--- config.mk ---
export PLATFORM = sky130hd
export DESIGN_NAME = fiber_evt_arbiter_flat
export DESIGN_NICKNAME = d
export VERILOG_FILES = /design/src/rtl/fiber_evt_pkg.sv /design/src/rtl/fiber_evt_arbiter_if.sv /design/src/rtl/evt_rr_pick.sv /design/src/rtl/fiber_evt_arbiter.sv /design/src/flat_wrapper.sv
export SDC_FILE = /design/constraint.sdc
export NUM_CORES = 1
export LEC_CHECK = 0
export BUFFER_PORTS_ARGS = -buffer_cell sky130_fd_sc_hd__buf_4
export CORE_MARGIN = 2
export CORE_UTILIZATION = 35
export CTS_BUF_LIST = sky130_fd_sc_hd__clkbuf_16
export DETAILED_ROUTE_END_ITERATION = 12
export PLACE_DENSITY = 0.65
export SYNTH_ARGS = -nofsm -noshare
export SYNTH_HDL_FRONTEND = slang
export SYNTH_HIERARCHICAL = 1
export SYNTH_SLANG_ARGS = --single-unit
--- constraint.sdc ---
create_clock -name CLK -period 5.44 [get_ports CLK]
set_clock_uncertainty 0.1 [all_clocks]
set_input_delay 1.632 -clock CLK [delete_from_list [all_inputs] [get_ports CLK]]
set_output_delay 1.632 -clock CLK [all_outputs]
set_load 0.02 [all_outputs]
--- src/rtl/fiber_evt_pkg.sv ---
// Shared definitions for the fiber event arbiter: FSM state encoding,
// the default block-trailer tag and the trailer-detect bit position.
package fiber_evt_pkg;

    localparam logic [1:0] ST_IDLE = 2'd0;
    localparam logic [1:0] ST_XFER = 2'd1;
    localparam logic [1:0] ST_ENDW = 2'd2;

    localparam logic [4:0] TRL_TAG_DEF = 5'h11;
    localparam int         TAG_MSB     = 31;
    localparam int         TAG_LSB     = 27;

    function automatic logic is_trailer(input logic [31:0] word, input logic [4:0] tag);
        return (word[TAG_MSB:TAG_LSB] == tag);
    endfunction

endpackage

--- src/rtl/fiber_evt_arbiter_if.sv ---
// Source-FIFO and link-FIFO handshake bundle of the fiber event arbiter.
// The arbiter uses the master view; the FIFO environment uses the slave view.
interface fiber_evt_arbiter_if;

    logic [1:0]  IN_EMPTY;
    logic [31:0] IN_DATA0;
    logic [31:0] IN_DATA1;
    logic [1:0]  IN_RD;
    logic        OUT_FULL;
    logic        OUT_WR;
    logic [31:0] OUT_DATA;
    logic        OUT_END;

    modport master (
        input  IN_EMPTY, IN_DATA0, IN_DATA1, OUT_FULL,
        output IN_RD, OUT_WR, OUT_DATA, OUT_END
    );

    modport slave (
        output IN_EMPTY, IN_DATA0, IN_DATA1, OUT_FULL,
        input  IN_RD, OUT_WR, OUT_DATA, OUT_END
    );

endinterface

--- src/rtl/evt_rr_pick.sv ---
// Two-way round-robin pick: returns a one-hot winner from the request
// vector, preferring the source that was not served last on a tie.
module evt_rr_pick (
    input  logic [1:0] req_i,
    input  logic       last_i,
    output logic [1:0] pick_o
);

    // one-hot winner selection
    always_comb begin
        pick_o = 2'b00;
        case (req_i)
            2'b01:   pick_o = 2'b01;
            2'b10:   pick_o = 2'b10;
            2'b11:   pick_o = last_i ? 2'b01 : 2'b10;
            default: pick_o = 2'b00;
        endcase
    end

endmodule

--- src/rtl/fiber_evt_arbiter.sv ---
// Block-granular round-robin arbiter moving event blocks from two source
// FIFOs into the link event FIFO, appending an END word after each trailer.
module fiber_evt_arbiter
    import fiber_evt_pkg::*;
#(
    parameter int         CNT_W   = 16,
    parameter logic [4:0] TRL_TAG = TRL_TAG_DEF
) (
    input  logic                CLK,
    input  logic                RSTb,
    input  logic                ENABLE,
    input  logic                LINK_UP,
    fiber_evt_arbiter_if.master bus,
    output logic [1:0]          GRANT,
    output logic [CNT_W-1:0]    BLK_CNT0,
    output logic [CNT_W-1:0]    BLK_CNT1,
    output logic                BUSY
);

    localparam logic [CNT_W-1:0] CNT_ONE = {{(CNT_W-1){1'b0}}, 1'b1};

    logic [1:0]       state_q, state_d;
    logic [1:0]       grant_q, grant_d;
    logic             last_q, last_d;
    logic [CNT_W-1:0] cnt0_q, cnt0_d;
    logic [CNT_W-1:0] cnt1_q, cnt1_d;

    logic [1:0]  req_s;
    logic [1:0]  pick_s;
    logic        run_s;
    logic        gsel_s;
    logic        grant_ok_s;
    logic [31:0] head_s;
    logic        head_empty_s;
    logic [1:0]  rd_s;
    logic        wr_s;
    logic        end_s;
    logic [31:0] data_s;

    // RSTb is folded into run_s so every strobe is forced low during reset
    assign run_s        = RSTb & ENABLE & LINK_UP;
    assign req_s        = ~bus.IN_EMPTY;
    assign gsel_s       = grant_q[1];
    assign grant_ok_s   = (grant_q == 2'b01) || (grant_q == 2'b10);
    assign head_s       = gsel_s ? bus.IN_DATA1 : bus.IN_DATA0;
    assign head_empty_s = bus.IN_EMPTY[gsel_s];

    evt_rr_pick u_pick (
        .req_i  (req_s),
        .last_i (last_q),
        .pick_o (pick_s)
    );

    // next-state, grant, counters and combinational transfer strobes
    always_comb begin
        state_d = state_q;
        grant_d = grant_q;
        last_d  = last_q;
        cnt0_d  = cnt0_q;
        cnt1_d  = cnt1_q;
        rd_s    = 2'b00;
        wr_s    = 1'b0;
        end_s   = 1'b0;
        data_s  = 32'h0000_0000;
        case (state_q)
            ST_IDLE: begin
                if (run_s && (req_s != 2'b00)) begin
                    grant_d = pick_s;
                    state_d = ST_XFER;
                end else begin
                    grant_d = 2'b00;
                end
            end
            ST_XFER: begin
                data_s = head_s;
                if (!grant_ok_s) begin
                    grant_d = 2'b00;
                    state_d = ST_IDLE;
                end else if (run_s && !bus.OUT_FULL && !head_empty_s) begin
                    wr_s = 1'b1;
                    rd_s = grant_q;
                    if (is_trailer(head_s, TRL_TAG)) begin
                        state_d = ST_ENDW;
                    end else begin
                        state_d = ST_XFER;
                    end
                end else begin
                    state_d = ST_XFER;
                end
            end
            ST_ENDW: begin
                end_s = RSTb;
                if (!grant_ok_s) begin
                    grant_d = 2'b00;
                    state_d = ST_IDLE;
                end else if (run_s && !bus.OUT_FULL) begin
                    wr_s = 1'b1;
                    if (gsel_s) begin
                        cnt1_d = cnt1_q + CNT_ONE;
                    end else begin
                        cnt0_d = cnt0_q + CNT_ONE;
                    end
                    last_d  = gsel_s;
                    grant_d = 2'b00;
                    state_d = ST_IDLE;
                end else begin
                    state_d = ST_ENDW;
                end
            end
            default: begin
                grant_d = 2'b00;
                state_d = ST_IDLE;
            end
        endcase
    end

    // state registers with synchronous active-low reset
    always_ff @(posedge CLK) begin
        if (!RSTb) begin
            state_q <= ST_IDLE;
            grant_q <= 2'b00;
            last_q  <= 1'b1;
            cnt0_q  <= '0;
            cnt1_q  <= '0;
        end else begin
            state_q <= state_d;
            grant_q <= grant_d;
            last_q  <= last_d;
            cnt0_q  <= cnt0_d;
            cnt1_q  <= cnt1_d;
        end
    end

    assign bus.IN_RD    = rd_s;
    assign bus.OUT_WR   = wr_s;
    assign bus.OUT_DATA = data_s;
    assign bus.OUT_END  = end_s;
    assign GRANT        = grant_q;
    assign BLK_CNT0     = cnt0_q;
    assign BLK_CNT1     = cnt1_q;
    assign BUSY         = (state_q != ST_IDLE);

endmodule

--- src/flat_wrapper.sv ---
// flat-port wrapper written by rule: the top's interface ports become plain ports
module fiber_evt_arbiter_flat import fiber_evt_pkg::*;
#(
    parameter int         CNT_W   = 16,
    parameter logic [4:0] TRL_TAG = TRL_TAG_DEF
)
  (CLK, RSTb, ENABLE, LINK_UP, GRANT, BLK_CNT0, BLK_CNT1, BUSY, bus_IN_EMPTY, bus_IN_DATA0, bus_IN_DATA1, bus_OUT_FULL, bus_IN_RD, bus_OUT_WR, bus_OUT_DATA, bus_OUT_END);
  fiber_evt_arbiter_if bus_i ();
  input  logic CLK;
  input  logic RSTb;
  input  logic ENABLE;
  input  logic LINK_UP;
  output logic [1:0] GRANT;
  output logic [CNT_W-1:0] BLK_CNT0;
  output logic [CNT_W-1:0] BLK_CNT1;
  output logic BUSY;
  input wire logic [$bits(bus_i.IN_EMPTY)-1:0] bus_IN_EMPTY;
  input wire logic [$bits(bus_i.IN_DATA0)-1:0] bus_IN_DATA0;
  input wire logic [$bits(bus_i.IN_DATA1)-1:0] bus_IN_DATA1;
  input wire logic [$bits(bus_i.OUT_FULL)-1:0] bus_OUT_FULL;
  output wire logic [$bits(bus_i.IN_RD)-1:0] bus_IN_RD;
  output wire logic [$bits(bus_i.OUT_WR)-1:0] bus_OUT_WR;
  output wire logic [$bits(bus_i.OUT_DATA)-1:0] bus_OUT_DATA;
  output wire logic [$bits(bus_i.OUT_END)-1:0] bus_OUT_END;
  assign bus_i.IN_EMPTY = bus_IN_EMPTY;
  assign bus_i.IN_DATA0 = bus_IN_DATA0;
  assign bus_i.IN_DATA1 = bus_IN_DATA1;
  assign bus_i.OUT_FULL = bus_OUT_FULL;
  assign bus_IN_RD = bus_i.IN_RD;
  assign bus_OUT_WR = bus_i.OUT_WR;
  assign bus_OUT_DATA = bus_i.OUT_DATA;
  assign bus_OUT_END = bus_i.OUT_END;
  fiber_evt_arbiter #(.CNT_W(CNT_W), .TRL_TAG(TRL_TAG)) u_core (.CLK(CLK), .RSTb(RSTb), .ENABLE(ENABLE), .LINK_UP(LINK_UP), .bus(bus_i), .GRANT(GRANT), .BLK_CNT0(BLK_CNT0), .BLK_CNT1(BLK_CNT1), .BUSY(BUSY));
endmodule
==> impl_metrics.prom <==
# TYPE chip_impl_metric gauge
chip_impl_metric{name="flow.area_growth_from_synthesis",unit="%"} 49.9
chip_impl_metric{name="worstPathRequired",unit="ns"} 3.71
chip_impl_metric{name="die_area",unit="µm²"} 7960
chip_impl_metric{name="drc_violations_left",unit=""} 0
chip_impl_metric{name="yosys.area_share.xor_xnor",unit=""} 0.0586
chip_impl_metric{name="cts_setup_buffers",unit=""} 0
chip_impl_metric{name="grt_antenna_before_repair",unit=""} 0
chip_impl_metric{name="post_synth_and_or_nand_nor_area_fraction",unit=""} 0.326
chip_impl_metric{name="netlist_area",unit="µm²"} 2540
chip_impl_metric{name="drt_pass1_iterations",unit=""} 6
chip_impl_metric{name="synth_adder_area_share",unit=""} 0.0394
chip_impl_metric{name="dp_hpwl",unit="mm"} 5.76
chip_impl_metric{name="route.detailed.wl_per_inst",unit="µm"} 13.7
chip_impl_metric{name="synthArstFlopShare",unit=""} 0
chip_impl_metric{name="synth_fp_nets",unit=""} 389
chip_impl_metric{name="postLayoutCellArea",unit="µm²"} 3810
chip_impl_metric{name="maximum_fanout_count_along_the_critical_path",unit=""} 20
chip_impl_metric{name="placement.setup.worst_slack",unit="ns"} 0.937
chip_impl_info{name="clock-root-buffer",value="sky130_fd_sc_hd__clkbuf_16"} 1
chip_impl_metric{name="placementRows",unit=""} 31
chip_impl_metric{name="total_power",unit="W"} 0.000654
chip_impl_metric{name="clock_insertion_delay_worst_skew",unit="ns"} 0.27
chip_impl_info{name="netlist_top_cells_area",value="sky130_fd_sc_hd__dfxtp_1 29%, sky130_fd_sc_hd__mux2i_1 15%, sky130_fd_sc_hd__nor2b_1 8.1%"} 1
chip_impl_metric{name="port_buffers",unit=""} 141
chip_impl_metric{name="yosys-mux-area-fraction",unit=""} 0.158
chip_impl_metric{name="dpl_cell_area",unit="µm²"} 3680
chip_impl_metric{name="synth-compound-area-share",unit=""} 0.0822
chip_impl_metric{name="leakage",unit="nW"} 1.62
chip_impl_metric{name="grt_max_degree",unit=""} 40
chip_impl_metric{name="achievable-frequency",unit="GHz"} 0.222
chip_impl_info{name="status",value="completed"} 1
chip_impl_metric{name="power_per_cell_area",unit="nW/µm²"} 172
chip_impl_metric{name="numCtsBuffers",unit=""} 5
chip_impl_metric{name="place_inst",unit=""} 537
chip_impl_info{name="synthDominantAreaCellType",value="sky130_fd_sc_hd__dfxtp_1"} 1
chip_impl_metric{name="maxSlewViolCount",unit=""} 0
chip_impl_metric{name="yosys.cell_types.count",unit=""} 42
chip_impl_metric{name="final.min_clock_period",unit="ns"} 4.50
chip_impl_metric{name="cts_hold_buf",unit=""} 0
chip_impl_metric{name="fin_tns_setup",unit="ns"} 0
chip_impl_metric{name="setup_viol",unit=""} 0
chip_impl_info{name="worst_setup_path_start_kind",value="primary input"} 1
chip_impl_metric{name="synth-warning-count",unit=""} 6
chip_impl_metric{name="post-route-period-util",unit=""} 0.828
chip_impl_metric{name="cts_num_sinks",unit=""} 37
chip_impl_metric{name="fp.dieH",unit="µm"} 89.2
chip_impl_info{name="min_path_type",value="reg -> reg"} 1
chip_impl_metric{name="weighted_congestion_reported_at_the_end_of_routability_driven_placement",unit=""} 0.779
chip_impl_metric{name="antenna_violating_nets_post_route",unit=""} 0
chip_impl_metric{name="i_o_pins",unit=""} 142
chip_impl_info{name="synth_top_family_by_area",value="simple AND/OR/NAND/NOR gates"} 1
chip_impl_metric{name="vdd_drop_max",unit="mV"} 0.0924
chip_impl_info{name="worstSetupEndpointType",value="primary output"} 1
chip_impl_info{name="ys_top_cells_by_count",value="39 x sky130_fd_sc_hd__mux2i_1, 37 x sky130_fd_sc_hd__dfxtp_1, 33 x sky130_fd_sc_hd__nor2b_1"} 1
chip_impl_metric{name="cts_htree_levels",unit=""} 2
chip_impl_metric{name="route.final.wire_length",unit="mm"} 7.45
chip_impl_info{name="synth_top_flop_cell",value="sky130_fd_sc_hd__dfxtp_1"} 1
chip_impl_metric{name="global_route.overflow_total",unit=""} 0
chip_impl_metric{name="detailroute.via_count",unit=""} 2703
chip_impl_metric{name="antenna-diode-count",unit=""} 0
chip_impl_metric{name="synth_top_area_share",unit=""} 0.291
chip_impl_metric{name="synth_cells",unit=""} 310
chip_impl_metric{name="synth-edff-count",unit=""} 0
chip_impl_metric{name="cts_max_path_buffers",unit=""} 2
chip_impl_metric{name="grt_usage",unit=""} 0.184
chip_impl_metric{name="design.core.area",unit="µm²"} 7140
chip_impl_metric{name="drt_iter0_markers",unit=""} 121
chip_impl_metric{name="via_per_inst",unit=""} 4.97
chip_impl_metric{name="final_net_count",unit=""} 524
chip_impl_metric{name="synth_seq_area_share",unit=""} 0.291
chip_impl_info{name="unrepaired_setup_endpoints_after_global_routing",value="false"} 1
chip_impl_metric{name="critPathArrivalTime",unit="ns"} 2.77
chip_impl_metric{name="syn_area_per_cell",unit="µm²"} 8.20
chip_impl_metric{name="cts_resized",unit=""} 0
chip_impl_metric{name="final_hold_violation_count",unit=""} 0
chip_impl_metric{name="postLayoutSetupSlackWorst",unit="ns"} 0.936
chip_impl_metric{name="finish.cell_count_without_fillers",unit=""} 544
chip_impl_metric{name="first_global_vias",unit=""} 2502
chip_impl_metric{name="synth-seq-cells",unit=""} 37
chip_impl_metric{name="maxSlewHeadroom",unit=""} 0.368
chip_impl_metric{name="timing.max_cap.violations",unit=""} 0
chip_impl_metric{name="grt_first_pass_wirelength",unit="mm"} 11.6
chip_impl_metric{name="drive_above_1_share",unit=""} 0.348
chip_impl_info{name="timing.setup.critical_path_class",value="in -> out"} 1
chip_impl_info{name="yosysMostFrequentCell",value="sky130_fd_sc_hd__mux2i_1"} 1
chip_impl_metric{name="worst_setup_hold_path_clk_slew",unit="ns"} 0.05
chip_impl_info{name="tritoncts",value="yes"} 1
chip_impl_metric{name="die_width",unit="µm"} 89.2
chip_impl_metric{name="floorplan.initialDensity",unit=""} 0.356
chip_impl_metric{name="worst-slew-pin-transition",unit="ns"} 0.949
-- where the power goes --
part / switching (W) / internal [W]
clock network: 0.000101 / 0.000164
logic: 0.0000532 / 0.0000628
registers: 0.000000775 / 0.000272
-- final timing paths --
check | from | to | slack (ns) | cells after the start
worst max register to register | u_core/GRANT[1] | u_core/BLK_CNT1[11] | 2.83 | 6
worst max-delay path | RSTb | bus_IN_RD[1] | 0.94 | 6
worst min-delay path | u_core/BLK_CNT1[15] | u_core/BLK_CNT1[15] | 0.39 | 2
worst min register to register | u_core/BLK_CNT1[15] | u_core/BLK_CNT1[15] | 0.39 | 2
-- state kept, by name (all words and copies together) (netlist names) --
name	count
u_core/last_q	1
u_core/BLK_CNT1	16
u_core/state_q	2
u_core/BLK_CNT0	16
u_core/GRANT	2
-- layout make-up --
| type | count | area (µm²) |
|---|---|---|
| Multi-Input combinational cell | 245 | 1690 |
| Clock buffer | 5 | 125 |
| Tap cell | 99 | 124 |
| Fill cell | 724 | 3330 |
| Sequential cell | 37 | 742 |
| Timing Repair Buffer | 143 | 1070 |
| Inverter | 13 | 48.8 |
| Clock inverter | 2 | 7.51 |
-- critical path, stage by stage --
cell and delay (ns):
sky130_fd_sc_hd__buf_4 0.21, sky130_fd_sc_hd__nand4b_4 0.13, sky130_fd_sc_hd__nor2_1 0.28, sky130_fd_sc_hd__nand2_1 0.14
sky130_fd_sc_hd__nor3_1 0.20, sky130_fd_sc_hd__buf_4 0.18
-- placed cells by master (no fill, tap or decap), types with 4 or more instances in the layout --
master                      netlist  final
sky130_fd_sc_hd__nand3_1         10     10
sky130_fd_sc_hd__nand2b_1         4      4
sky130_fd_sc_hd__clkbuf_16        0      5
sky130_fd_sc_hd__inv_1           12     13
sky130_fd_sc_hd__nor2b_1         33     33
sky130_fd_sc_hd__nor3_1          10     10
sky130_fd_sc_hd__a21oi_1         12     12
sky130_fd_sc_hd__and2_1           4      4
sky130_fd_sc_hd__nand4_1          8      8
sky130_fd_sc_hd__nor2_1          24     24
sky130_fd_sc_hd__o21ai_0         11     11
sky130_fd_sc_hd__or3_1            7      7
sky130_fd_sc_hd__nor4_1           7      7
sky130_fd_sc_hd__nand2_1         26     26
sky130_fd_sc_hd__xnor2_1         16     16
sky130_fd_sc_hd__ha_1             8      8
sky130_fd_sc_hd__buf_4            1    143
sky130_fd_sc_hd__mux2i_1         39     39
sky130_fd_sc_hd__dfxtp_1         37     36
-- kinds of logic (layout without fill, tap and decap cells) --
family | after synthesis | after routing
multiplexers | 40 | 40
AND/OR/NAND/NOR | 146 | 146
XOR/XNOR | 17 | 17
adder cells (fa/ha/maj) | 8 | 8
AO/OA/AOI/OAI | 34 | 34
buffers and inverters | 28 | 163
flip-flops | 37 | 37
-- metal layers --
metal / GRT usage / vias to the layer above / routed length [µm]
li1: - / 1351 / -
met1: 0.217 / 1224 / 3010
met2: 0.325 / 113 / 3720
met3: 0.0462 / 15 / 555
met4: 0.0583 / 0 / 159
met5: 0 / - / 0
-- stage by stage --
stage	hold slack (ns)	utilization
3_5_place_dp	0.386	0.515
5_1_grt	0.415	0.534
6_report	0.389	0.534
4_1_cts	0.393	0.534
2_1_floorplan	0.397	-
3_3_place_gp	0.369	0.515
Power figures use the tool's default switching activity.
